`src/rtl/i2c_pkg.sv`:
```
// Shared I2C definitions: master FSM encoding, quarter-phase indices, slave addresses
// and the SCL/SDA line pattern for each slot quarter.
package i2c_pkg;

    typedef enum logic [2:0] {
        StIdle,
        StStart,
        StAddr,
        StAddrAck,
        StWrData,
        StRdData,
        StDataAck,
        StStop
    } i2c_state_e;

    localparam logic [1:0] Q0 = 2'd0;
    localparam logic [1:0] Q1 = 2'd1;
    localparam logic [1:0] Q2 = 2'd2;
    localparam logic [1:0] Q3 = 2'd3;

    localparam logic [6:0] MEM_SLAVE_ADDR = 7'h1F;
    localparam logic [6:0] NO_SLAVE_ADDR  = 7'h22;

    // Returns {scl, sda} for quarter q of a slot belonging to state st.
    function automatic logic [1:0] bus_lines(i2c_state_e st, logic [1:0] q, logic sda_bit);
        case (st)
            StIdle:  bus_lines = 2'b11;
            StStart: bus_lines = {q != Q3, q == Q0};
            StStop:  bus_lines = {q != Q0, q >= Q2};
            default: bus_lines = {(q == Q1) || (q == Q2), sda_bit};
        endcase
    endfunction

endpackage

```
`src/rtl/i2c_if.sv`:
```
// System-side request/response and split serial lines of the single-byte I2C master.
interface i2c_if;
    logic       start;
    logic       rw;
    logic [6:0] addr;
    logic [7:0] wdata;
    logic [7:0] rdata;
    logic       busy;
    logic       done;
    logic       ack_err;
    logic       SCL_O;
    logic       SDA_O;
    logic       SDA_I;

    modport master (
        input  start, rw, addr, wdata, SDA_I,
        output rdata, busy, done, ack_err, SCL_O, SDA_O
    );

    modport slave (
        output start, rw, addr, wdata, SDA_I,
        input  rdata, busy, done, ack_err, SCL_O, SDA_O
    );
endinterface

```
`src/rtl/i2c_clk_gen.sv`:
```
// Quarter-period tick generator: one-cycle qtick every CLK_DIV clocks plus a 2-bit
// quarter index, held at zero while disabled and restarted on accept.
module i2c_clk_gen #(
    parameter int unsigned CLK_DIV = 4
) (
    input  logic       clk,
    input  logic       rst,
    input  logic       clr,
    input  logic       en,
    output logic       qtick,
    output logic [1:0] quarter
);
    localparam int unsigned CW = (CLK_DIV > 1) ? $clog2(CLK_DIV) : 1;
    localparam logic [CW-1:0] CNT_MAX = CW'(CLK_DIV - 1);

    logic [CW-1:0] cnt;

    assign qtick = en && !clr && (cnt == CNT_MAX);

    always_ff @(posedge clk or posedge rst) begin
        if (rst) begin
            cnt     <= '0;
            quarter <= '0;
        end else if (clr || !en) begin
            cnt     <= '0;
            quarter <= '0;
        end else if (cnt == CNT_MAX) begin
            cnt     <= '0;
            quarter <= quarter + 2'd1;
        end else begin
            cnt <= cnt + CW'(1);
        end
    end
endmodule

```
`src/rtl/i2c_master.sv`:
```
// Single-byte I2C master: START, address byte, one data byte (write or read) and STOP,
// with SCL derived from the system clock and all bus lines registered.
module i2c_master
    import i2c_pkg::*;
#(
    parameter int unsigned CLK_DIV = 4
) (
    input logic   clk,
    input logic   rst,
    i2c_if.master bus
);
    i2c_state_e state;
    logic [7:0] shreg;
    logic [7:0] wdata_q;
    logic [7:0] rdata_q;
    logic [2:0] bit_cnt;
    logic       rw_q;
    logic       sda_smp;
    logic       busy_q;
    logic       done_q;
    logic       ack_err_q;
    logic       scl_q;
    logic       sda_q;

    logic       qtick;
    logic [1:0] quarter;
    logic       accept;
    logic       slot_end;
    logic       sample;
    logic       tx_bit;

    assign accept   = (state == StIdle) && bus.start;
    assign slot_end = qtick && (quarter == Q3);
    assign sample   = qtick && (quarter == Q1);
    // Only address and write-data slots drive data; every other slot leaves SDA released.
    assign tx_bit   = ((state == StAddr) || (state == StWrData)) ? shreg[7] : 1'b1;

    i2c_clk_gen #(
        .CLK_DIV (CLK_DIV)
    ) u_clk_gen (
        .clk     (clk),
        .rst     (rst),
        .clr     (accept),
        .en      (busy_q),
        .qtick   (qtick),
        .quarter (quarter)
    );

    always_ff @(posedge clk or posedge rst) begin
        if (rst) begin
            state     <= StIdle;
            shreg     <= '0;
            wdata_q   <= '0;
            rdata_q   <= '0;
            bit_cnt   <= '0;
            rw_q      <= 1'b0;
            sda_smp   <= 1'b0;
            busy_q    <= 1'b0;
            done_q    <= 1'b0;
            ack_err_q <= 1'b0;
            scl_q     <= 1'b1;
            sda_q     <= 1'b1;
        end else begin
            done_q <= 1'b0;
            // Mid SCL-high sample point.
            if (sample) begin
                sda_smp <= bus.SDA_I;
                if (state == StRdData) shreg <= {shreg[6:0], bus.SDA_I};
            end
            if (qtick && !slot_end) begin
                {scl_q, sda_q} <= bus_lines(state, quarter + 2'd1, tx_bit);
            end
            case (state)
                StIdle: begin
                    if (bus.start) begin
                        shreg     <= {bus.addr, bus.rw};
                        rw_q      <= bus.rw;
                        wdata_q   <= bus.wdata;
                        ack_err_q <= 1'b0;
                        busy_q    <= 1'b1;
                        state     <= StStart;
                    end
                end
                StStart: begin
                    if (slot_end) begin
                        state          <= StAddr;
                        bit_cnt        <= 3'd7;
                        {scl_q, sda_q} <= bus_lines(StAddr, Q0, shreg[7]);
                    end
                end
                StAddr, StWrData: begin
                    if (slot_end) begin
                        if (bit_cnt == 3'd0) begin
                            state          <= (state == StAddr) ? StAddrAck : StDataAck;
                            {scl_q, sda_q} <= bus_lines(StAddrAck, Q0, 1'b1);
                        end else begin
                            bit_cnt        <= bit_cnt - 3'd1;
                            shreg          <= {shreg[6:0], 1'b0};
                            {scl_q, sda_q} <= bus_lines(state, Q0, shreg[6]);
                        end
                    end
                end
                StAddrAck: begin
                    if (slot_end) begin
                        if (sda_smp) begin
                            ack_err_q      <= 1'b1;
                            state          <= StStop;
                            {scl_q, sda_q} <= bus_lines(StStop, Q0, 1'b1);
                        end else if (rw_q) begin
                            state          <= StRdData;
                            bit_cnt        <= 3'd7;
                            {scl_q, sda_q} <= bus_lines(StRdData, Q0, 1'b1);
                        end else begin
                            state          <= StWrData;
                            bit_cnt        <= 3'd7;
                            shreg          <= wdata_q;
                            {scl_q, sda_q} <= bus_lines(StWrData, Q0, wdata_q[7]);
                        end
                    end
                end
                StRdData: begin
                    if (slot_end) begin
                        if (bit_cnt == 3'd0) state <= StDataAck;
                        else bit_cnt <= bit_cnt - 3'd1;
                        {scl_q, sda_q} <= bus_lines(StRdData, Q0, 1'b1);
                    end
                end
                StDataAck: begin
                    if (slot_end) begin
                        if (rw_q) rdata_q <= shreg;
                        else if (sda_smp) ack_err_q <= 1'b1;
                        state          <= StStop;
                        {scl_q, sda_q} <= bus_lines(StStop, Q0, 1'b1);
                    end
                end
                StStop: begin
                    if (slot_end) begin
                        state          <= StIdle;
                        busy_q         <= 1'b0;
                        done_q         <= 1'b1;
                        {scl_q, sda_q} <= 2'b11;
                    end
                end
                default: state <= StIdle;
            endcase
        end
    end

    assign bus.rdata   = rdata_q;
    assign bus.busy    = busy_q;
    assign bus.done    = done_q;
    assign bus.ack_err = ack_err_q;
    assign bus.SCL_O   = scl_q;
    assign bus.SDA_O   = sda_q;
endmodule
```
`src/flat_wrapper.sv`:
```
// flat-port wrapper written by rule: the top's interface ports become plain ports
module i2c_master_flat import i2c_pkg::*;
#(
    parameter int unsigned CLK_DIV = 4
)
  (clk, rst, bus_start, bus_rw, bus_addr, bus_wdata, bus_SDA_I, bus_rdata, bus_busy, bus_done, bus_ack_err, bus_SCL_O, bus_SDA_O);
  i2c_if bus_i ();
  input logic clk;
  input logic rst;
  input wire logic [$bits(bus_i.start)-1:0] bus_start;
  input wire logic [$bits(bus_i.rw)-1:0] bus_rw;
  input wire logic [$bits(bus_i.addr)-1:0] bus_addr;
  input wire logic [$bits(bus_i.wdata)-1:0] bus_wdata;
  input wire logic [$bits(bus_i.SDA_I)-1:0] bus_SDA_I;
  output wire logic [$bits(bus_i.rdata)-1:0] bus_rdata;
  output wire logic [$bits(bus_i.busy)-1:0] bus_busy;
  output wire logic [$bits(bus_i.done)-1:0] bus_done;
  output wire logic [$bits(bus_i.ack_err)-1:0] bus_ack_err;
  output wire logic [$bits(bus_i.SCL_O)-1:0] bus_SCL_O;
  output wire logic [$bits(bus_i.SDA_O)-1:0] bus_SDA_O;
  assign bus_i.start = bus_start;
  assign bus_i.rw = bus_rw;
  assign bus_i.addr = bus_addr;
  assign bus_i.wdata = bus_wdata;
  assign bus_i.SDA_I = bus_SDA_I;
  assign bus_rdata = bus_i.rdata;
  assign bus_busy = bus_i.busy;
  assign bus_done = bus_i.done;
  assign bus_ack_err = bus_i.ack_err;
  assign bus_SCL_O = bus_i.SCL_O;
  assign bus_SDA_O = bus_i.SDA_O;
  i2c_master #(.CLK_DIV(CLK_DIV)) u_core (.clk(clk), .rst(rst), .bus(bus_i));
endmodule
```
`config.mk`:
```
export PLATFORM = sky130hd
export DESIGN_NAME = i2c_master_flat
export DESIGN_NICKNAME = d
export VERILOG_FILES = /design/src/rtl/i2c_pkg.sv /design/src/rtl/i2c_if.sv /design/src/rtl/i2c_clk_gen.sv /design/src/rtl/i2c_master.sv /design/src/flat_wrapper.sv
export SDC_FILE = /design/constraint.sdc
export NUM_CORES = 1
export LEC_CHECK = 0
export ABC_AREA = 1
export CORE_ASPECT_RATIO = 1.75
export CORE_MARGIN = 2
export CORE_UTILIZATION = 50
export CTS_BUF_LIST = sky130_fd_sc_hd__clkbuf_8 sky130_fd_sc_hd__clkbuf_16
export CTS_CLUSTER_SIZE = 20
export DETAILED_ROUTE_END_ITERATION = 10
export PLACE_DENSITY = 0.77
export REMOVE_ABC_BUFFERS = 1
export SYNTH_ARGS = -nofsm -noshare
export SYNTH_HDL_FRONTEND = slang
export SYNTH_HIERARCHICAL = 1
export SYNTH_SLANG_ARGS = --single-unit
```
`constraint.sdc`:
```
create_clock -name clk -period 2 [get_ports clk]
set_input_delay 0.4 -clock clk [delete_from_list [all_inputs] [get_ports clk]]
set_output_delay 0.4 -clock clk [all_outputs]
set_load 0.05 [all_outputs]
```
* Yosys cells after proc, flatten, opt, wreduce, memory -nomap -nowiden
Cells that the tools add are included.
** Storage, ports and cells
- Flip-flop bits (word level) :: 41
- Bits in latches :: 0
- RAM bits :: 0
- Bits in read-only memories :: 0
- Input bits :: 20
- Output and inout bits :: 13
- Logic and storage cells :: 135
- Memories :: 0
** Cells by class
- Add/subtract/negate cells :: 3
- Multipliers :: 0
- Div/mod/pow operators :: 0
- Magnitude comparators :: 1
- Eq/ne operators :: 26
- Shift-type cells :: 0
- Multiplexer cells :: 61
- Bitwise gates (word level) :: 0
- Reductions and logical operators :: 30
** Operators by type and width (number)
- 8-bit two-way mux :: 8
- 3-bit two-way mux :: 15
- 1-bit two-way mux :: 25
- 8-bit case mux with 3 select lines :: 1
- 3-bit case mux with 7 select lines :: 1
- 2-bit by 1-bit inequality test with 1-bit output, second input constant :: 8
- 3-bit equality test, second input constant :: 4
- 2-bit inequality test, second input constant :: 6
- 2-bit two-way mux :: 5
- 3-bit case mux with 3 select lines :: 1
- 9-bit AND reduction :: 1
- 2-bit equality test, second input constant :: 3
- 3-bit by 2-bit equality test with 1-bit output, second input constant :: 2
- 1-bit logical AND :: 6
- 3-bit logical NOT :: 2
- 1-bit case mux with 3 select lines :: 2
- 2-bit case mux with 3 select lines :: 1
- 3-bit AND reduction :: 2
- 6-bit AND reduction :: 1
- 2-bit nonzero test :: 3
- 3-bit nonzero test :: 2
- 1-bit case mux with 5 select lines :: 1
- 5-bit AND reduction :: 1
- 2-bit by 1-bit adder with 2-bit output, second input constant :: 2
- other kinds (12) :: 18

* Logic depth before layout (Yosys ltp)
- Depth in word-level cells :: 11
- Mapped depth :: 17
- Depth with buffers taken out :: 15

* Cells and area by module
Netlist, hierarchy kept.
** Modules (own cells, without submodules)
- i2c_master :: times used 1, cells each 311, area an instance 2273.4 µm², sequential area each 928.4 µm²
- i2c_clk_gen :: times used 1, cells each 23, area an instance 185.2 µm², sequential area each 100.1 µm²

* Worst setup path after synthesis
OpenSTA, ideal clock, no wires.
- Path kind :: register to register
- Start :: register u_core.state[0]
- End :: register u_core.shreg[0]
- Arrival :: 2.143 ns
- Data required time :: 1.877 ns
- Setup slack :: -0.266 ns
- Stages on the path, launching flop included :: 15
- Buffers on the path :: 1
- Clock period less this slack :: 2.266 ns
- Path through :: dfrtp_1 > inv_2 > nand2_4 > nor2_4 > buf_4 > nor2_2 > inv_1 > nor2_1 > nand2_2 > nor3_4 > nor2_2 > nor2_4 > nand2_4 > nand2_1 > nand2_1
** On the way
- Word-level cells in the longest chain between the ends :: 11
** RTL lines
- from (decl) :: line i2c_master.sv:12 : i2c_state_e state;
- from (signal assigned) :: line i2c_master.sv:51 : state <= StIdle;
- from (signal assigned) :: line i2c_master.sv:81 : state <= StStart;
- from (signal assigned) :: line i2c_master.sv:86 : state <= StAddr;
- 3-bit logical NOT (*) :: line i2c_master.sv:32 : assign accept = (state == StIdle) && bus.start;
- 1-bit logical AND (*) :: line i2c_master.sv:32
- named net u_core.accept :: line i2c_master.sv:27 : logic accept;
- 1-bit logical NOT (*) :: line i2c_clk_gen.sv:18 : assign qtick = en && !clr && (cnt == CNT_MAX);
- 1-bit logical AND (*) (2 in a row) :: line i2c_clk_gen.sv:18
- named net u_core.qtick :: line i2c_master.sv:25 : logic qtick;
- 1-bit logical AND :: line i2c_master.sv:34 : assign sample = qtick && (quarter == Q1);
- 8-bit two-way mux :: line i2c_master.sv:66 : if (sample) begin
- 8-bit two-way mux :: line i2c_master.sv:109 : end else if (rw_q) begin
- 8-bit two-way mux :: line i2c_master.sv:105 : if (sda_smp) begin
- 8-bit two-way mux :: line i2c_master.sv:104 : if (slot_end) begin
- 8-bit case mux with 3 select lines (*) :: line i2c_master.sv:73 : case (state)
- to (signal assigned) :: line i2c_master.sv:68 : if (state == StRdData) shreg <= {shreg[6:0], bus.SDA_I};
- to (signal assigned) :: line i2c_master.sv:76 : shreg <= {bus.addr, bus.rw};
- to (signal assigned) :: line i2c_master.sv:116 : shreg <= wdata_q;
- to (decl) :: line i2c_master.sv:13 : logic [7:0] shreg;
Mark *: on every way through the listed nets, which the timed path passes. The rest lies on a longest branch.
A chain may end at the register's enable or synchronous reset.

* Final worst setup path
- Start :: register u_core.busy_q (netlist: u_core/bus.busy)
- End :: output bus_busy
** RTL lines
- from (decl) :: line i2c_master.sv:19 : logic busy_q;
- from (signal assigned) :: line i2c_master.sv:58 : busy_q <= 1'b0;
- from (signal assigned) :: line i2c_master.sv:80 : busy_q <= 1'b1;
- from (signal assigned) :: line i2c_master.sv:139 : busy_q <= 1'b0;
- to (decl) :: line flat_wrapper.sv:16 : output wire logic [$bits(bus_i.busy)-1:0] bus_busy;
No word-level cell between the ends.

==> impl_metrics.tcl <==
set metrics [dict create \
    status "completed" \
    clock_skew_ns 0.00915 \
    cp_top_family "buffers and inverters" \
    ant_nets 0 \
    start_util 0.522 \
    synth_edf_count 0 \
    synth_cell_types 26 \
    setup_viol 0 \
    cts_tree "done" \
    min_path_type "primary input to async pin" \
    grt_pass1_wl_um 9680 \
    synth.most_common_cell "nand2_1" \
    final_layout_size_suffix_gt1_frac 0.168 \
    path_max_fanout 3 \
    die_y_um 96.8 \
    syn_to_final_growth_pct 24.4 \
    clk_latency_ns 0.30 \
    cp.required_ns 1.60 \
    max_freq_mhz 533 \
    netlist_instances 334 \
    yosysTopAreaCell "dfrtp_1" \
    finalCriticalPeriod_ns 1.88 \
    viasPerCell 5.22 \
    timing.final.crit_share 0.939 \
    gp_congestion 0.932 \
    wl_per_cell_um 13.0 \
    hold_buffers 0 \
    drv_cap 0 \
    gr-total-overflow 0 \
    critPathBufInv 1 \
    yosysSeqAreaShare 0.418 \
    pre_cts_ws_ns -0.229 \
    leakagePower_nw 1.60 \
    finalMaxSlewViolations 0 \
    power.density_nw_per_um2 1430 \
    cts-htree-levels 2 \
    crit_slowest_cell "clkdlybuf4s50_1" \
    cts.sinks 41 \
    setup_ws_ns 0.123 \
    max_stage_delay_ns 0.81 \
    hold_violations 0 \
    async_flop_share 1.00 \
    die_w_um 57.0 \
    synthTopCellsByCount "114 x nand2_1, 39 x dfrtp_1, 37 x nor2_1, 31 x inv_1" \
    synth_area_leaders "dfrtp_1 40%, nand2_1 17%, nor2_1 5.6%" \
    worstSetupEndpointType "output port" \
    numCtsBuffers 5 \
    coreArea_um2 4710 \
    diodes 0 \
    ioPinCount 33 \
    wl_um 5640 \
    relSlewSlack 0.663 \
    drc_errors 0 \
    cts-root-buf "clkbuf_8" \
    drtIter0Drc 63 \
    vias 2264 \
    synth_area_um2 2460 \
    synth_warnings 6 \
    antenna_found_initial 0 \
    netlist.area_leader.share 0.397 \
    clock_path_buffers 2 \
    grt_pass1_vias 2224 \
    start_kind "flip-flop" \
    dieArea_um2 5520 \
    clkTransAtPathRegs_ns 0.08 \
    dr.pass1.iters 4 \
    synth-seq-cells 41 \
    ys.flop_type "dfrtp_1" \
    syn_avg_cell_area_um2 7.36 \
    row_count 33 \
    power.total_mw 4.37 \
    timing.hold.ws_ns 0.300 \
    vdd_drop_max_uv 977 \
    tightest_slew_ns 0.504 \
    globalRouteTotalUtil 0.223 \
    grt_max_degree 28 \
    dpl.hpwl_um 4390 \
    fin_nets 407 \
    port_buffers 32 \
    crit_type "flip-flop to output port" \
    path_cells "clkdlybuf4s50_1" \
    cp.arrival_ns 1.48 \
]
## layer usage
metal	share of wire	track usage	up-vias
met4	0.041	0.120	0
met3	0.035	0.0401	20
met1	0.38	0.249	1044
met2	0.54	0.389	63
met5	0	0	-
li1	-	-	1137
## power by group
group          internal (mW)  switching [mW]  total (mW)
logic                  0.813            1.52        2.33
clock network          0.406           0.290       0.696
registers               1.13           0.215        1.34
## logic make-up (layout without fill, tap and decap cells)
group,Yosys count,after routing,share of synthesized area
simple gates,202,202,0.384
xor+xnor,2,2,0.00713
compound gates,37,37,0.0763
flops,41,41,0.418
fa+ha+maj,6,6,0.0305
buf+inv,46,94,0.0835
## worst register-to-register path: stages (launching register included)
cell and delay [ns]:
dfrtp_1 0.41, nor2_4 0.18, nand2_4 0.12, nor2_4 0.12, nor2_2 0.05, inv_1 0.08
nor2_2 0.06, nand2_2 0.13, inv_4 0.06, nand2_1 0.10, inv_1 0.09, a21oi_2 0.16
inv_1 0.08, nand2_1 0.06, nand2_1 0.04, nand2_1 0.05
## cells in the final DEF, fill, tap and decap left out, types with 2 or more instances in the layout
| cell | n |
|---|---|
| inv_1 | 30 |
| inv_2 | 7 |
| buf_12 | 2 |
| nand3_2 | 2 |
| clkbuf_8 | 6 |
| o21ai_0 | 8 |
| xor2_1 | 2 |
| nor2_4 | 5 |
| nand2_2 | 8 |
| nand2_1 | 114 |
| nor2_1 | 36 |
| buf_4 | 15 |
| dfrtp_1 | 39 |
| nand3_1 | 21 |
| nand4_1 | 2 |
| nor2_2 | 4 |
| a31oi_1 | 2 |
| dfstp_2 | 2 |
| nand2_4 | 6 |
| clkdlybuf4s50_1 | 30 |
| a21oi_1 | 5 |
| o21ai_1 | 21 |
| ha_1 | 6 |
## registers in the layout (all words and copies together), names as in the netlist
register                  count
u_core/bit_cnt                3
u_core/bus.SCL_O              1
u_core/bus.SDA_O              1
u_core/bus.ack_err            1
u_core/bus.busy               1
u_core/bus.done               1
u_core/bus.rdata              8
u_core/rw_q                   1
u_core/sda_smp                1
u_core/shreg                  8
u_core/state                  3
u_core/u_clk_gen/cnt          2
u_core/u_clk_gen/quarter      2
u_core/wdata_q                8
## worst paths after layout
path	from	end	slack [ns]	depth (start not counted)
min in group clk	u_core/u_clk_gen/cnt[0]	u_core/u_clk_gen/cnt[0]	0.44	1
worst min-delay path	rst	u_core/u_clk_gen/cnt[0]	0.30	2
worst max-delay path	u_core/bus.busy	bus_busy	0.12	1
worst min register to register	u_core/u_clk_gen/cnt[0]	u_core/u_clk_gen/cnt[0]	0.44	1
worst max register to register	u_core/state[1]	u_core/shreg[7]	0.17	15
max in group asynchronous	rst	u_core/shreg[1]	1.04	3
## what timing repair did
| item | 4_1_cts | 5_1_grt |
|---|---|---|
| setup endpoints to repair | 0 | 12 |
| hold endpoints to repair | 0 | 0 |
| buffers inserted | 0 | 2 |
| resized for setup | 0 | 6 |
## stage by stage
stage | setup TNS, ns | cell area, µm² | instances | utilization
floorplan | -4.53 | 2400 | 327 | -
global placement | -2.12 | 2900 | 424 | 0.617
detailed placement | -3.75 | 2900 | 424 | 0.617
CTS | 0 | 3020 | 432 | 0.642
global route | -0.0184 | 3060 | 434 | 0.650
finish | 0 | 3060 | 434 | 0.650
## area by class of cell
type | count | area, µm²
Tap cell | 52 | 65.1
Multi-Input combinational cell | 247 | 1240
Inverter | 39 | 149
Clock buffer | 6 | 82.6
Fill cell | 428 | 1650
Sequential cell | 41 | 1030
Timing Repair Buffer | 47 | 453
Clock inverter | 2 | 37.5
Power figures use the tool's default switching activity.
